File: src/rtl/dot_accumulator.sv
`default_nettype none
// ============================================================================
// Module   : dot_accumulator
// Purpose  : Accumulates the registered partial sums produced by the two-lane
//            multiply-add stage into one dot-product result per packet.
//            A packet closes on in_last or after MAX_TERMS accepted beats.
//            The finished result is held on a valid/ready output until it is
//            taken. Only then does the block collect the next packet.
//            Overflow is flagged per packet.
// Build    : DOT_ACC_SAT_EN defined   -> saturate the accumulator to all-ones
//                                        on the first carry; it stays
//                                        saturated for the rest of the packet.
//            DOT_ACC_SAT_EN undefined -> modulo-2^ACC_W wrap; the carry only
//                                        sets the overflow flag.
//            The port list is the same in both builds.
// Ports    : clk        in   1      rising-edge clock
//            reset      in   1      synchronous, active-high reset
//            in_valid   in   1      in_data/in_last valid this cycle
//            in_data    in   IN_W   unsigned partial sum
//            in_last    in   1      beat is the final term of its packet
//            in_ready   out  1      a beat is accepted this cycle
//            out_valid  out  1      out_data/out_terms/out_ovf hold a result
//            out_ready  in   1      consumer takes the result this cycle
//            out_data   out  ACC_W  accumulated sum
//            out_terms  out  CNT_W  number of beats summed (1..MAX_TERMS)
//            out_ovf    out  1      sum exceeded 2^ACC_W-1 during the packet
// Revision : 1.0  initial release
// ============================================================================
module dot_accumulator #(
  parameter int IN_W      = 32,
  parameter int ACC_W     = 40,
  parameter int MAX_TERMS = 16,
  parameter int CNT_W     = 5
) (
  input  logic             clk,
  input  logic             reset,
  input  logic             in_valid,
  input  logic [IN_W-1:0]  in_data,
  input  logic             in_last,
  output logic             in_ready,
  output logic             out_valid,
  input  logic             out_ready,
  output logic [ACC_W-1:0] out_data,
  output logic [CNT_W-1:0] out_terms,
  output logic             out_ovf
);

  // Beat count, before the current beat is added, at which the packet must
  // be force-closed.
  localparam logic [CNT_W-1:0] c_LAST_TERM = CNT_W'(MAX_TERMS - 1);

  typedef enum logic [0:0] {
    S_ACC  = 1'b0,  // collecting beats
    S_DONE = 1'b1   // holding a finished result
  } state_t;

  state_t             state_q, state_d;
  logic [ACC_W-1:0]   acc_q,   acc_d;
  logic [CNT_W-1:0]   terms_q, terms_d;
  logic               ovf_q,   ovf_d;

  logic               w_accept;
  logic               w_close;
  logic [ACC_W:0]     w_sum;

  // in_ready depends only on state and reset. It never depends on in_valid,
  // so an upstream stage may wait on it without forming a combinational loop.
  assign in_ready = (state_q == S_ACC) && !reset;
  assign w_accept = in_valid && in_ready;

  // The add is one bit wider than the accumulator, so the carry out of the
  // top bit is visible.
  assign w_sum    = {1'b0, acc_q} + {{(ACC_W + 1 - IN_W){1'b0}}, in_data};
  assign w_close  = in_last || (terms_q == c_LAST_TERM);

  always_comb begin
    state_d = state_q;
    acc_d   = acc_q;
    terms_d = terms_q;
    ovf_d   = ovf_q;

    case (state_q)
      S_ACC: begin
        if (w_accept) begin
          terms_d = terms_q + CNT_W'(1);
          ovf_d   = ovf_q | w_sum[ACC_W];
`ifdef DOT_ACC_SAT_EN
          // After the first carry the sum stays pinned at all-ones until
          // the packet is handed off.
          if (ovf_q || w_sum[ACC_W]) begin
            acc_d = {ACC_W{1'b1}};
          end else begin
            acc_d = w_sum[ACC_W-1:0];
          end
`else
          acc_d   = w_sum[ACC_W-1:0];
`endif
          if (w_close) begin
            state_d = S_DONE;
          end
        end
      end

      S_DONE: begin
        // The result registers double as the output holding registers, so
        // they are cleared only once the consumer has taken the result.
        if (out_ready) begin
          state_d = S_ACC;
          acc_d   = '0;
          terms_d = '0;
          ovf_d   = 1'b0;
        end
      end

      default: begin
        state_d = S_ACC;
      end
    endcase
  end

  always_ff @(posedge clk) begin
    if (reset) begin
      state_q <= S_ACC;
      acc_q   <= '0;
      terms_q <= '0;
      ovf_q   <= 1'b0;
    end else begin
      state_q <= state_d;
      acc_q   <= acc_d;
      terms_q <= terms_d;
      ovf_q   <= ovf_d;
    end
  end

  assign out_valid = (state_q == S_DONE);
  assign out_data  = acc_q;
  assign out_terms = terms_q;
  assign out_ovf   = ovf_q;

endmodule
`default_nettype wire

File: config.mk
export PLATFORM = sky130hd
export DESIGN_NAME = dot_accumulator
export DESIGN_NICKNAME = d
export VERILOG_FILES = /design/src/rtl/dot_accumulator.sv
export SDC_FILE = /design/constraint.sdc
export NUM_CORES = 1
export LEC_CHECK = 0
export CAP_MARGIN = 20
export CORE_AREA = 8 8 86 103
export DETAILED_ROUTE_END_ITERATION = 7
export DIE_AREA = 0 0 94 111
export GPL_TIMING_DRIVEN = 1
export PLACE_DENSITY_LB_ADDON = 0.25
export SYNTH_ARGS = -nofsm -noshare
export SYNTH_HDL_FRONTEND = slang
export SYNTH_SLANG_ARGS = --single-unit
export TNS_END_PERCENT = 1
File: constraint.sdc
create_clock -name clk -period 3.4 [get_ports clk]
set_input_delay 0.34 -clock clk [delete_from_list [all_inputs] [get_ports clk]]
set_output_delay 0.34 -clock clk [all_outputs]
set_load 0.01 [all_outputs]
==> results of run 1 <==
-- synth_stat cells, drive strengths merged (5+ instances only) --
| library cell | count | area share, % |
|---|---|---|
| o211ai | 6 | 1.3 |
| dfxtp | 47 | 27 |
| nand3 | 17 | 2.4 |
| a21o | 10 | 2.1 |
| nand4 | 13 | 2.5 |
| o31ai | 5 | 1.1 |
| buf | 5 | 0.71 |
| nand2 | 62 | 6.6 |
| a21oi | 58 | 8.3 |
| xor2 | 14 | 3.5 |
| clkbuf | 12 | 1.3 |
| ha | 34 | 12 |
| o21bai | 9 | 1.9 |
| o21ai | 58 | 8.7 |
| inv | 11 | 1.2 |
| nor2 | 27 | 3.0 |
| xnor2 | 20 | 5.0 |
-- report_power, final --
group	switching (W)	leakage, nW	internal, W
Clock	0.000201	0.0402	0.000143
Sequential	0.0000755	0.386	0.000638
Combinational	0.000644	1.30	0.000542
Total	0.000921	1.72	0.00132
-- per-layer routing --
layer  GRT usage, %  wire [um]  vias up
li1               -          -     1815
met1           20.5       4100     1651
met2           33.1       5070       90
met3           3.12        530       12
met4           5.20        143        0
met5              0          0        -
-- flip-flops by register name, summed over array words and instances, names as in the netlist --
name / cells
out_data: 40
out_terms: 5
out_ovf: 1
out_valid: 1
-- critical path: stages --
cell	delay (ns)
clkdlybuf4s50_1	0.40
ha_1	0.22
fa_1	0.42
a21o_1	0.21
a31o_2	0.27
a211oi_1	0.31
o211ai_1	0.23
a221oi_2	0.34
o31ai_1	0.12
xnor2_1	0.14
o21ai_0	0.09
-- path summary, 6_finish.rpt --
path / startpoint / end / slack [ns] / cells after the start
setup / recovery: in_data[0] / out_data[28]$_SDFFE_PP0P_ / 0.46 / 11
hold / removal: out_data[26]$_SDFFE_PP0P_ / out_data[26]$_SDFFE_PP0P_ / 0.48 / 2
setup reg to reg: out_data[0]$_SDFFE_PP0P_ / out_data[28]$_SDFFE_PP0P_ / 0.58 / 10
hold reg to reg: out_data[26]$_SDFFE_PP0P_ / out_data[26]$_SDFFE_PP0P_ / 0.48 / 2
-- through the flow --
stage / hold WS [ns] / setup WS, ns / instances / total power, W
finish: 0.482 / 0.458 / 623 / 0.00224
CTS: 0.489 / 0.458 / 623 / 0.00226
floorplan: 0.409 / 0.886 / 455 / 0.00150
global route: 0.511 / 0.254 / 623 / 0.00241
detailed placement: 0.476 / 0.132 / 615 / 0.00190
global placement: 0.465 / 0.188 / 615 / 0.00188
-- logic make-up after synthesis --
logic type / Yosys count
compound gates: 173
xor+xnor: 34
fa+ha+maj: 35
buf+inv: 28
flops: 47
simple gates: 138
-- area by class of cell --
cell class	instances	area share, %
inverters	11	0.918
clock inverters	3	0.445
well taps	90	2.50
multi-input cells	380	54.5
repair buffers	87	19.2
flip-flops and latches	47	20.9
clock buffers	5	1.53
==> metrics, run 1 <==
run status=completed; Root Buffer=clkbuf_8; slew of the pin with the lowest slew margin=a little over 0.9 ns; Final HPWL DP=7860 um; crit share post-route=86.5%; design area=0.00450 mm^2; max-cap viol count=0; Setup TNS=0 ns; crit end category=register; PostCTS Resize Cnt=0; Syn Inst Count=around 460; Synth Flop Type=dfxtp_1; first-pass GRT wire length=approximately 16000 um; vias in the first global route=3441; Final Hold Vio Count=0; async set-reset flop share out of synthesis=0%; Slew Limit Fails=0; Hold Buf Count CTS=0; multi-input gate area in the final layout=0.00245 mm^2; fin util=a little over three fifths; Port Buf Inserts=84; layout overhead on the synthesized area=28.5%; Worst Path Required=3.56 ns; most common cell after layout, fill and taps aside=clkdlybuf4s50_1; Worst EP arrival=about 3.1 ns; GRT Total Usage=18.1%; Initial DRT Pass Iterations=4; CTS tree=built; later-pin clock latency in the skew report=0.30 ns; RSZ-0062 raised after global routing=false; initial antenna violation count=0; pin count of the biggest net entering global routing=31; starting DRC count in detailed routing=between 150 and 200; Compound-Gate Fraction of Synth Area=30.2%; total number of H-tree levels=2; Wirelength per Cell=15.8 um; post-synthesis net count=around 530; worst hold path class=reg -> reg; Placed Area=0.00441 mm^2; # rows=34; Post-Synth Adder-Cell Area=12.7%; Mapped Area=0.00350 mm^2; DR DRC count=0; #FFs+latches synth=47; Num CTS Buffers=5; EDFF count, synth=0; post-route ant nets=0; PwrDens=about 500 mW/mm^2; mux cell area share after synthesis=0%; clk sinks=47; CTS Buffer Depth=2; setup violators final=0; Die Wd=94 um; Setup Skew=0.00525 ns; Max Clock Freq=0.340 GHz; Leak Pwr=1.72 nW; # IOs=85; register area=approximately 940 um^2; Final nets=604; gr ovfl total=0; fraction of layout cells with a size suffix above 1=4.13%; Fillers=657; Synth Warn #=0; Diodes inserted=0; Die H=111 um; CTS clk-pin slew, worst paths=0.09 ns; average cell area after synthesis=7.69 um^2; Post-Synth XOR/XNOR Area=8.51%; die area=0.0104 mm^2; post-synth cell types=51; minimum clock period=roughly 2.9 ns; crit path max fanout=3; Vias/cell=5.73; DR vias=roughly 3.6k; area share of and/or/nand/nor cells after synthesis=between 10% and 20%; largest family of logic cells by synthesized area=compound AO/OA/AOI/OAI gates; peak supply drop=0.241 mV; Crit Path Category=in -> reg; Post-CTS Setup Bufs=0; Core ar.=0.00715 mm^2; sequential area share after synthesis=26.9%; element type at the critical path start=input port; routability cong.=0.913; Initial Utilization=49.0%; Worst slew margin=38.0%; final wirelength=9840 um; most frequent cells in the layout=clkdlybuf4s50_1, nand2_1, a21oi_1, o21ai_0, dfxtp_1
(Power assumes the default switching activity.)
==> inputs of run 2 (changes only) <==
Settings changed: SKIP_LAST_GASP from default to 1.
Clock period 3.4 ns to 3 ns, I/O delays scaled along.
==> run 2 against run 1 <==
Non-clock buffer count rose by 17. Design area rose by 3.1%. Utilization rose by 1.9 points. Sequential cell count did not move. Count of clock-buffer cells in the layout did not move. Wire length rose by 1.6%. Final cell count rose by 2.7%. Clock skew rose by 0.010 ns. Critical endpoint unchanged. Largest cell class unchanged.
==> metrics, run 2 (synthesis results as in run 1) <==
max-cap viol count=0 (unchanged); Leak Pwr=1.81 nW (was 1.72 nW); post-route ant nets=0 (unchanged); Initial Utilization=49.0% (unchanged); run status=completed (unchanged); GRT Total Usage=19.0% (was 18.1%); final wirelength=9990 um (was 9840 um); Crit Path Category=in -> reg (unchanged); Worst Path Required=3.18 ns (was 3.56 ns); Die H=111 um (unchanged); Post-CTS Setup Bufs=0 (unchanged); CTS tree=built (unchanged); setup violators final=0 (unchanged); R2R Path Start=out_data[0]$_SDFFE_PP0P_ (unchanged); most frequent cells in the layout=clkdlybuf4s50_1, nand2_1, a21oi_1, o21ai_0, dfxtp_1 (unchanged); # rows=34 (unchanged); max reg flops=40 (unchanged); fraction of layout cells with a size suffix above 1=7.27% (was 4.13%); Worst Reg-to-Reg Cells=10 (unchanged); Slew Limit Fails=0 (unchanged); PwrDens=568 mW/mm^2 (was 499 mW/mm^2); Final Hold Vio Count=0 (unchanged); clk sinks=47 (unchanged); M1 wire length=4180 um (was 4100 um); crit path max fanout=2 (was 3); first-pass GRT wire length=16700 um (was 16000 um); Port Buf Inserts=84 (unchanged); Placed Area=0.00454 mm^2 (was 0.00441 mm^2); minimum clock period=2.76 ns; Num CTS Buffers=5 (unchanged); Root Buffer=clkbuf_8 (unchanged); Wirelength per Cell=15.6 um (was 15.8 um); gr ovfl total=0 (unchanged); Core ar.=0.00715 mm^2 (unchanged); starting DRC count in detailed routing=138 (was 151); slew of the pin with the lowest slew margin=0.559 ns (was 0.928 ns); vias in the first global route=3641 (was 3441); worst path cell trace=clkdlybuf4s50_1 -> ha_1 -> fa_1 -> a21o_1 -> a31o_2 -> a211oi_2 -> o211ai_1 -> a221oi_2 -> o31ai_1 -> xnor2_1 -> o21ai_0 (was clkdlybuf4s50_1 -> ha_1 -> fa_1 -> a21o_1 -> a31o_2 -> a211oi_1 -> o211ai_1 -> a221oi_2 -> o31ai_1 -> xnor2_1 -> o21ai_0); design area=0.00463 mm^2 (was 0.00450 mm^2); CTS clk-pin slew, worst paths=0.10 ns (was 0.09 ns); layout overhead on the synthesized area=32.4% (was 28.5%); Final nets=621 (was 604); crit end category=register (unchanged); DR DRC count=0 (unchanged); Initial DRT Pass Iterations=4 (unchanged); RSZ-0062 raised after global routing=false (unchanged); # IOs=85 (unchanged); hold endpoint=out_data[31]$_SDFFE_PP0P_ (was out_data[26]$_SDFFE_PP0P_); crit share post-route=91.8%; peak supply drop=0.288 mV (was 0.241 mV); later-pin clock latency in the skew report=0.31 ns (was 0.30 ns); WP buf/inv=1 (unchanged); FF-to-FF setup slack=0.33 ns (was 0.58 ns); Max Clock Freq=0.363 GHz; Die Wd=94 um (unchanged); Vias/cell=5.72 (was 5.73); met2 wire len=5200 um (was 5070 um); slowest CP cell=clkdlybuf4s50_1 (was fa_1); r2r endpoint=out_data[28]$_SDFFE_PP0P_ (unchanged); Max stage delay on crit path=0.41 ns (was 0.42 ns); Final HPWL DP=7960 um (was 7860 um); CTS Buffer Depth=2 (unchanged); die area=0.0104 mm^2 (unchanged); pin count of the biggest net entering global routing=21 (was 31); Setup Skew=0.0153 ns (was 0.00525 ns); initial antenna violation count=0 (unchanged); element type at the critical path start=input port (unchanged); Diodes inserted=0 (unchanged); Worst EP arrival=2.93 ns (was 3.10 ns); Worst slew margin=62.6% (was 38.0%); Top Metal Used=met4 (unchanged); routability cong.=0.921 (was 0.913); most common cell after layout, fill and taps aside=clkdlybuf4s50_1 (unchanged); met3 wire len=453 um (was 530 um); worst hold path depth=2 (unchanged); CP top delay family=compound AO/OA/AOI/OAI gates (unchanged); Hold Startpoint=out_data[31]$_SDFFE_PP0P_ (was out_data[26]$_SDFFE_PP0P_); total number of H-tree levels=2 (unchanged); DR vias=3661 (was 3568); worst hold path class=reg -> reg (unchanged); total power draw=0.00263 W (was 0.00224 W)
run 2: cell types whose count changed in the layout (fill, tap and decap cells not counted):
| cell | change |
|---|---|
| buf_4 | +17 |
| clkinv_4 | +2 |
| a211oi_1 | -1 |
| a211oi_2 | +1 |
| clkinv_2 | -1 |
| clkinvlp_4 | -1 |
run 2: per-layer routing:
metal	GRT usage [%]	vias up
met1	21.9	1692
met5	0	-
li1	-	1855
met4	6.26	0
met2	33.8	97
met3	3.25	17
run 2: cell type report:
type | count | area [um^2]
clock inverters | 3 | 25.0
clock buffers | 5 | 68.8
flip-flops and latches | 47 | 941
well taps | 90 | 113
inverters | 11 | 41.3
fillers | 636 | 2510
multi-input cells | 380 | 2450
repair buffers | 104 | 991
run 2: stage by stage:
step | cells | util (%) | hold WS (ns) | setup slack [ns] | setup TNS, ns
4_1_cts | 640 | 64.8 | 0.490 | 0.150 | 0
6_report | 640 | 64.8 | 0.485 | 0.245 | 0
3_5_place_dp | 632 | 63.5 | 0.476 | -0.188 | -0.274
5_1_grt | 640 | 64.8 | 0.513 | 0.124 | 0
3_3_place_gp | 632 | 63.5 | 0.462 | -0.0987 | -0.109
2_1_floorplan | 455 | - | 0.369 | 0.488 | 0
run 2: worst reg2reg max path: stages (launching register included):
cell and delay (ns):
dfxtp_1 0.34, ha_1 0.21, fa_1 0.39, a21o_1 0.19, a31o_2 0.26, a211oi_2 0.25
o211ai_1 0.19, a221oi_2 0.35, o31ai_1 0.12, xnor2_1 0.14, o21ai_0 0.09
run 2: how the worst max path moves through the flow:
stage | start | cells past startpoint | endpoint
finish | in_data[0] | 11 | out_data[28]$_SDFFE_PP0P_
floorplan | out_data[0]$_SDFFE_PP0P_ | 10 | out_data[28]$_SDFFE_PP0P_
detailed placement | in_data[0] | 11 | out_data[28]$_SDFFE_PP0P_
CTS | in_data[0] | 11 | out_data[28]$_SDFFE_PP0P_
global route | in_data[0] | 11 | out_data[28]$_SDFFE_PP0P_
global placement | in_data[0] | 11 | out_data[28]$_SDFFE_PP0P_
run 2: timing repair:
action	CTS	global route
gates resized for setup	0	1
endpoints found under the setup margin	0	1
hold buffers	0	0
hold endpoints to repair	0	0
run 2: power breakdown:
group          internal (W)  switching [W]  total [W]  leakage, nW
registers          0.000723      0.0000854   0.000808        0.386
clock network      0.000167       0.000246   0.000413       0.0443
logic              0.000669       0.000743    0.00141         1.38
==> inputs of run 3 (changes only) <==
Settings changed: SKIP_LAST_GASP 1 to default.
==> results of run 3 <==
The final DEF is identical to that of run 2; final timing and power are the same.
